===== src/rtl/i2c_line_frontend.sv =====
// +--------------------------------------------------------------------------+
// | i2c_line_frontend                                                        |
// | SCL/SDA synchronizer, glitch filter, START/STOP detect, byte deserializer|
// | Optional feature macro: I2C_TIMEOUT_EN (SCL-low bus timeout)             |
// | Revision: 1.0                                                            |
// +--------------------------------------------------------------------------+
`default_nettype none

module i2c_line_frontend #(
    parameter int FILTER_LEN     = 3,
    parameter int TIMEOUT_CYCLES = 100000
) (
    input  logic       clk,
    input  logic       reset,
    input  logic       scl_in,
    input  logic       sda_in,
    output logic       scl_f,
    output logic       sda_f,
    output logic       bus_busy,
    output logic       start_det,
    output logic       rstart_det,
    output logic       stop_det,
    output logic       byte_valid,
    output logic [7:0] byte_data,
    output logic       byte_ack,
    output logic       byte_first,
    output logic       frame_err,
    output logic       bus_timeout
);

    localparam logic [3:0] FILT_LAST = 4'(FILTER_LEN - 1);

    typedef enum logic [1:0] {
        S_IDLE = 2'd0,
        S_DATA = 2'd1,
        S_ACK  = 2'd2
    } state_t;

    // Index 0 carries SCL, index 1 carries SDA.
    logic [1:0] raw_w;
    logic [1:0] filt_w;
    logic [1:0] dly_w;

    assign raw_w = {sda_in, scl_in};

    generate
        for (genvar i = 0; i < 2; i++) begin : g_line
            logic [1:0] sync_q;
            logic [3:0] cnt_q;
            logic       filt_q;
            logic       dly_q;

            always_ff @(posedge clk) begin
                if (reset) begin
                    sync_q <= 2'b11;
                    cnt_q  <= 4'd0;
                    filt_q <= 1'b1;
                    dly_q  <= 1'b1;
                end else begin
                    sync_q <= {sync_q[0], raw_w[i]};
                    dly_q  <= filt_q;
                    if (sync_q[1] == filt_q) begin
                        cnt_q <= 4'd0;
                    end else if (cnt_q == FILT_LAST) begin
                        cnt_q  <= 4'd0;
                        filt_q <= ~filt_q;
                    end else begin
                        cnt_q <= cnt_q + 4'd1;
                    end
                end
            end

            assign filt_w[i] = filt_q;
            assign dly_w[i]  = dly_q;
        end
    endgenerate

    assign scl_f = filt_w[0];
    assign sda_f = filt_w[1];

    // SCL must be high in both cycles, so a simultaneous SCL edge suppresses START/STOP.
    logic w_start;
    logic w_stop;
    logic w_scl_rise;
    logic w_timeout;

    assign w_start    = filt_w[0] & dly_w[0] & ~filt_w[1] &  dly_w[1];
    assign w_stop     = filt_w[0] & dly_w[0] &  filt_w[1] & ~dly_w[1];
    assign w_scl_rise = filt_w[0] & ~dly_w[0];

    state_t     state_q, state_d;
    logic [3:0] bit_cnt_q, bit_cnt_d;
    logic [7:0] shreg_q, shreg_d;
    logic       first_q, first_d;
    logic       busy_q, busy_d;
    logic       start_q, start_d;
    logic       rstart_q, rstart_d;
    logic       stop_q, stop_d;
    logic       valid_q, valid_d;
    logic       ferr_q, ferr_d;
    logic       to_q, to_d;
    logic [7:0] data_q, data_d;
    logic       ack_q, ack_d;
    logic       bfirst_q, bfirst_d;
    logic       w_partial;

`ifdef I2C_TIMEOUT_EN
    localparam int TO_W = $clog2(TIMEOUT_CYCLES + 1);
    localparam logic [TO_W-1:0] TO_LAST = TO_W'(TIMEOUT_CYCLES - 1);

    logic [TO_W-1:0] to_cnt_q;

    assign w_timeout = busy_q & ~scl_f & (to_cnt_q == TO_LAST);

    always_ff @(posedge clk) begin
        if (reset || !busy_q || scl_f || w_timeout) begin
            to_cnt_q <= '0;
        end else begin
            to_cnt_q <= to_cnt_q + 1'b1;
        end
    end
`else
    logic unused_timeout_w;

    assign unused_timeout_w = |TIMEOUT_CYCLES;
    assign w_timeout        = 1'b0;
`endif

    // A byte is broken if data bits are pending or the ACK slot was not clocked.
    assign w_partial = ((state_q == S_DATA) && (bit_cnt_q != 4'd0)) || (state_q == S_ACK);

    always_comb begin
        state_d   = state_q;
        bit_cnt_d = bit_cnt_q;
        shreg_d   = shreg_q;
        first_d   = first_q;
        busy_d    = busy_q;
        start_d   = 1'b0;
        rstart_d  = 1'b0;
        stop_d    = 1'b0;
        valid_d   = 1'b0;
        ferr_d    = 1'b0;
        to_d      = 1'b0;
        data_d    = data_q;
        ack_d     = ack_q;
        bfirst_d  = bfirst_q;

        if (w_start) begin
            start_d   = 1'b1;
            rstart_d  = busy_q;
            ferr_d    = w_partial;
            bit_cnt_d = 4'd0;
            first_d   = 1'b1;
            busy_d    = 1'b1;
            state_d   = S_DATA;
        end else if (w_stop) begin
            stop_d    = 1'b1;
            ferr_d    = w_partial;
            bit_cnt_d = 4'd0;
            busy_d    = 1'b0;
            state_d   = S_IDLE;
        end else if (w_timeout) begin
            to_d      = 1'b1;
            bit_cnt_d = 4'd0;
            busy_d    = 1'b0;
            state_d   = S_IDLE;
        end else begin
            case (state_q)
                S_DATA: begin
                    if (w_scl_rise) begin
                        shreg_d   = {shreg_q[6:0], sda_f};
                        bit_cnt_d = bit_cnt_q + 4'd1;
                        if (bit_cnt_q == 4'd7) begin
                            state_d = S_ACK;
                        end
                    end
                end
                S_ACK: begin
                    if (w_scl_rise) begin
                        valid_d   = 1'b1;
                        data_d    = shreg_q;
                        ack_d     = ~sda_f;
                        bfirst_d  = first_q;
                        first_d   = 1'b0;
                        bit_cnt_d = 4'd0;
                        state_d   = S_DATA;
                    end
                end
                default: begin
                end
            endcase
        end
    end

    always_ff @(posedge clk) begin
        if (reset) begin
            state_q   <= S_IDLE;
            bit_cnt_q <= 4'd0;
            shreg_q   <= 8'd0;
            first_q   <= 1'b0;
            busy_q    <= 1'b0;
            start_q   <= 1'b0;
            rstart_q  <= 1'b0;
            stop_q    <= 1'b0;
            valid_q   <= 1'b0;
            ferr_q    <= 1'b0;
            to_q      <= 1'b0;
            data_q    <= 8'd0;
            ack_q     <= 1'b0;
            bfirst_q  <= 1'b0;
        end else begin
            state_q   <= state_d;
            bit_cnt_q <= bit_cnt_d;
            shreg_q   <= shreg_d;
            first_q   <= first_d;
            busy_q    <= busy_d;
            start_q   <= start_d;
            rstart_q  <= rstart_d;
            stop_q    <= stop_d;
            valid_q   <= valid_d;
            ferr_q    <= ferr_d;
            to_q      <= to_d;
            data_q    <= data_d;
            ack_q     <= ack_d;
            bfirst_q  <= bfirst_d;
        end
    end

    assign bus_busy    = busy_q;
    assign start_det   = start_q;
    assign rstart_det  = rstart_q;
    assign stop_det    = stop_q;
    assign byte_valid  = valid_q;
    assign byte_data   = data_q;
    assign byte_ack    = ack_q;
    assign byte_first  = bfirst_q;
    assign frame_err   = ferr_q;
    assign bus_timeout = to_q;

endmodule

`default_nettype wire


===== config.mk =====
export PLATFORM = sky130hd
export DESIGN_NAME = i2c_line_frontend
export DESIGN_NICKNAME = d
export VERILOG_FILES = /design/src/rtl/i2c_line_frontend.sv
export SDC_FILE = /design/constraint.sdc
export NUM_CORES = 1
export LEC_CHECK = 0
export CORE_ASPECT_RATIO = 2
export CORE_MARGIN = 3
export CORE_UTILIZATION = 45
export DETAILED_ROUTE_END_ITERATION = 8
export PLACE_DENSITY = 0.75
export SYNTH_ARGS = -nofsm -noshare
export SYNTH_HDL_FRONTEND = slang
export SYNTH_SLANG_ARGS = --single-unit

===== constraint.sdc =====
create_clock -name clk -period 2.2 [get_ports clk]
set_clock_uncertainty 0.1 [all_clocks]
set_input_delay 0.44 -clock clk [delete_from_list [all_inputs] [get_ports clk]]
set_output_delay 0.44 -clock clk [all_outputs]
set_load 0.05 [all_outputs]

==> out/results.ini <==
[run_status]
status=complete, no violations

[yosys]
async_flop_share_pct=0
yosysTopAreaCellShare_pct=50.1
syn-instance-count=208
syn_nets=220
synth_edf_count=0
synth-main-ff-cell=dfxtp_1
syn_area_um2=1880
syn_avg_cell_area_um2=9.04
synthTopCellsByCount=dfxtp_1 (47), nand2_1 (27), a21oi_1 (21), nor2_1 (21), nand3_1 (11)
synth_top_cell_by_area=dfxtp_1
synth_area_leaders=dfxtp_1 (50%), a21oi_1 (5.6%), nand2_1 (5.4%)
yosysMostFrequentCell=dfxtp_1
synth_seq_area_share_pct=50.1
synth_seq_cells=47
ys_types=36
ys_warn_count=0

[cts]
cts_resized=0
cts_sinks=47
cts_setup_buffers=0
ctsHtreeMaxLevel=2
tritoncts=built
cts.path.max_buffers=2
cts_root_buf=clkbuf_8
path_clk_slew_ns=0.08
hold_buffers=0
clock_latency_ns=0.29
numCtsBuffers=5

[route]
via_count=1405
drc=0
drt_first_pass_iters=4
drtIter0Drc=12
vias_per_cell=4.98
wl_mm=3.47
wl_per_cell_um=12.3
ant_nets=0

[sta]
min_period_over_period_pct=90.9
tns_ns=0
timing.final.crit_period_ns=2.00
setup_ws_ns=0.199
max_slew_margin_pct=66.6
rsz0062_at_grt=no
drv_slew=0
worst_slew_pin_slew_ns=0.499
fmax_mhz=500
setup_viol=0
hold_viol=0
timing.hold.ws_ns=0.313

[grt]
first_global_vias=1392
grt_start_max_net_pins=26
grt_overflow=0
grt_usage_pct=15.6
antenna_found_initial=0
grt_first_pass_wirelength_mm=5.98

[pwr]
power_per_cell_area_nw_per_um2=669
leakage_nw=0.805
power_mw=1.48
max-vdd-ir-drop_mv=0.513

[setup_path]
arrival_ns=1.46
critical_path_required_ns=1.66
cp.buffers_inverters=1
slowest_stage=clkdlybuf4s50_1
path_cells=clkdlybuf4s50_1
crit_family=buffers and inverters
critPathMaxFanout=3
worstSetupPathType=reg -> out
cp-end-kind=output pin
max_stage_delay_ns=0.81
cp-start-kind=flip-flop

[die]
die_width_um=51.7
core-area_um2=3920
start_util_pct=47.9
die-area_um2=5030
ioPinCount=23
core.rowCount=32
die_height_um=97.4

[run]
max-cap-violations=0

[layout]
stdcell_area_um2=2210
n_antenna_cell=0
synthToLayoutAreaGrowth_pct=17.7
drive_above_1_share_pct=12.1
layout.nets=243

[place]
gp_congestion=0.790
dp_slack_ns=0.319
post-dp-hpwl_mm=2.61
placed_cell_area_um2=2130
port_buffers=21

[worst_hold_path]
hold_class=reg -> reg

-- cell type report --
type / instances / area, µm²
Sequential cell: 47 / 941
Timing Repair Buffer: 27 / 250
Clock inverter: 2 / 13.8
Multi-Input combinational cell: 142 / 845
Inverter: 8 / 30.0
Tap cell: 51 / 63.8
Fill cell: 406 / 1710
Clock buffer: 5 / 68.8
-- registers in the layout (all words and copies together), names as in the netlist --
name	cells
shreg_q	8
state_q	2
bit_cnt_q	4
byte_first	1
first_q	1
g_line.dly_q	2
bus_busy	1
stop_det	1
start_det	1
g_line.sync_q	4
scl_f	1
byte_data	8
byte_ack	1
frame_err	1
g_line.cnt_q	8
sda_f	1
rstart_det	1
byte_valid	1
-- logic make-up (layout without fill, tap and decap cells) --
logic type	count (synthesis)	count (layout)	share of synthesized area (%)
mux	2	2	1.07
xor+xnor	10	10	4.66
flops	47	47	50.1
other cells	1	1	0.200
compound gates	32	32	10.3
fa+ha+maj	8	8	5.33
buf+inv	19	42	4.99
simple gates	89	89	23.4
-- layer usage --
metal	wire (µm)	GRT usage (%)
met4	84	7.47
met2	1980	28.5
met1	1320	15.9
met5	0	0
met3	88	2.92
-- path summary, 6_finish.rpt --
path	to	start	cells after the start	slack, ns
max reg2reg	state_q[0]$_SDFFE_PP0P_	state_q[0]$_SDFFE_PP0P_	6	0.31
max	bus_busy	bus_busy$_SDFFE_PP0N_	1	0.20
min	g_line[0].sync_q[1]$_SDFF_PP1_	g_line[0].sync_q[0]$_SDFF_PP1_	1	0.31
min reg2reg	g_line[0].sync_q[1]$_SDFF_PP1_	g_line[0].sync_q[0]$_SDFF_PP1_	1	0.31
-- layout by cell type (no fill, tap or decap), types with 3 or more instances in the layout --
cell             synthesis  layout
clkdlybuf4s50_1          0      19
nor3_1                   5       5
or3_1                    3       3
clkbuf_8                 0       5
dfxtp_1                 47      47
nand2_1                 27      27
a21oi_1                 21      21
buf_4                    1       8
nand3_1                 11      11
inv_1                    8       8
nor2b_1                  3       3
nor2_1                  21      21
or2_2                    7       7
ha_1                     8       8
xnor2_1                  8       8
-- metrics by stage --
| step | util (%) | cells |
|---|---|---|
| CTS | 56.4 | 282 |
| finish | 56.4 | 282 |
| global placement | 54.3 | 275 |
| detailed placement | 54.3 | 275 |
| floorplan | - | 208 |
| global route | 56.4 | 282 |
-- power by group --
group          internal (mW)  switching, mW
combinational         0.0490         0.0637
clock                  0.217          0.273
sequential             0.864         0.0122
total                   1.13          0.349
-- worst reg2reg max path, stage by stage, from the launching register on --
cell	delay [ns]
dfxtp_1	0.37
inv_1	0.06
ha_1	0.26
or2_2	0.36
a221oi_1	0.37
o221a_2	0.24
nor3_1	0.04
Power figures use the tool's default switching activity.
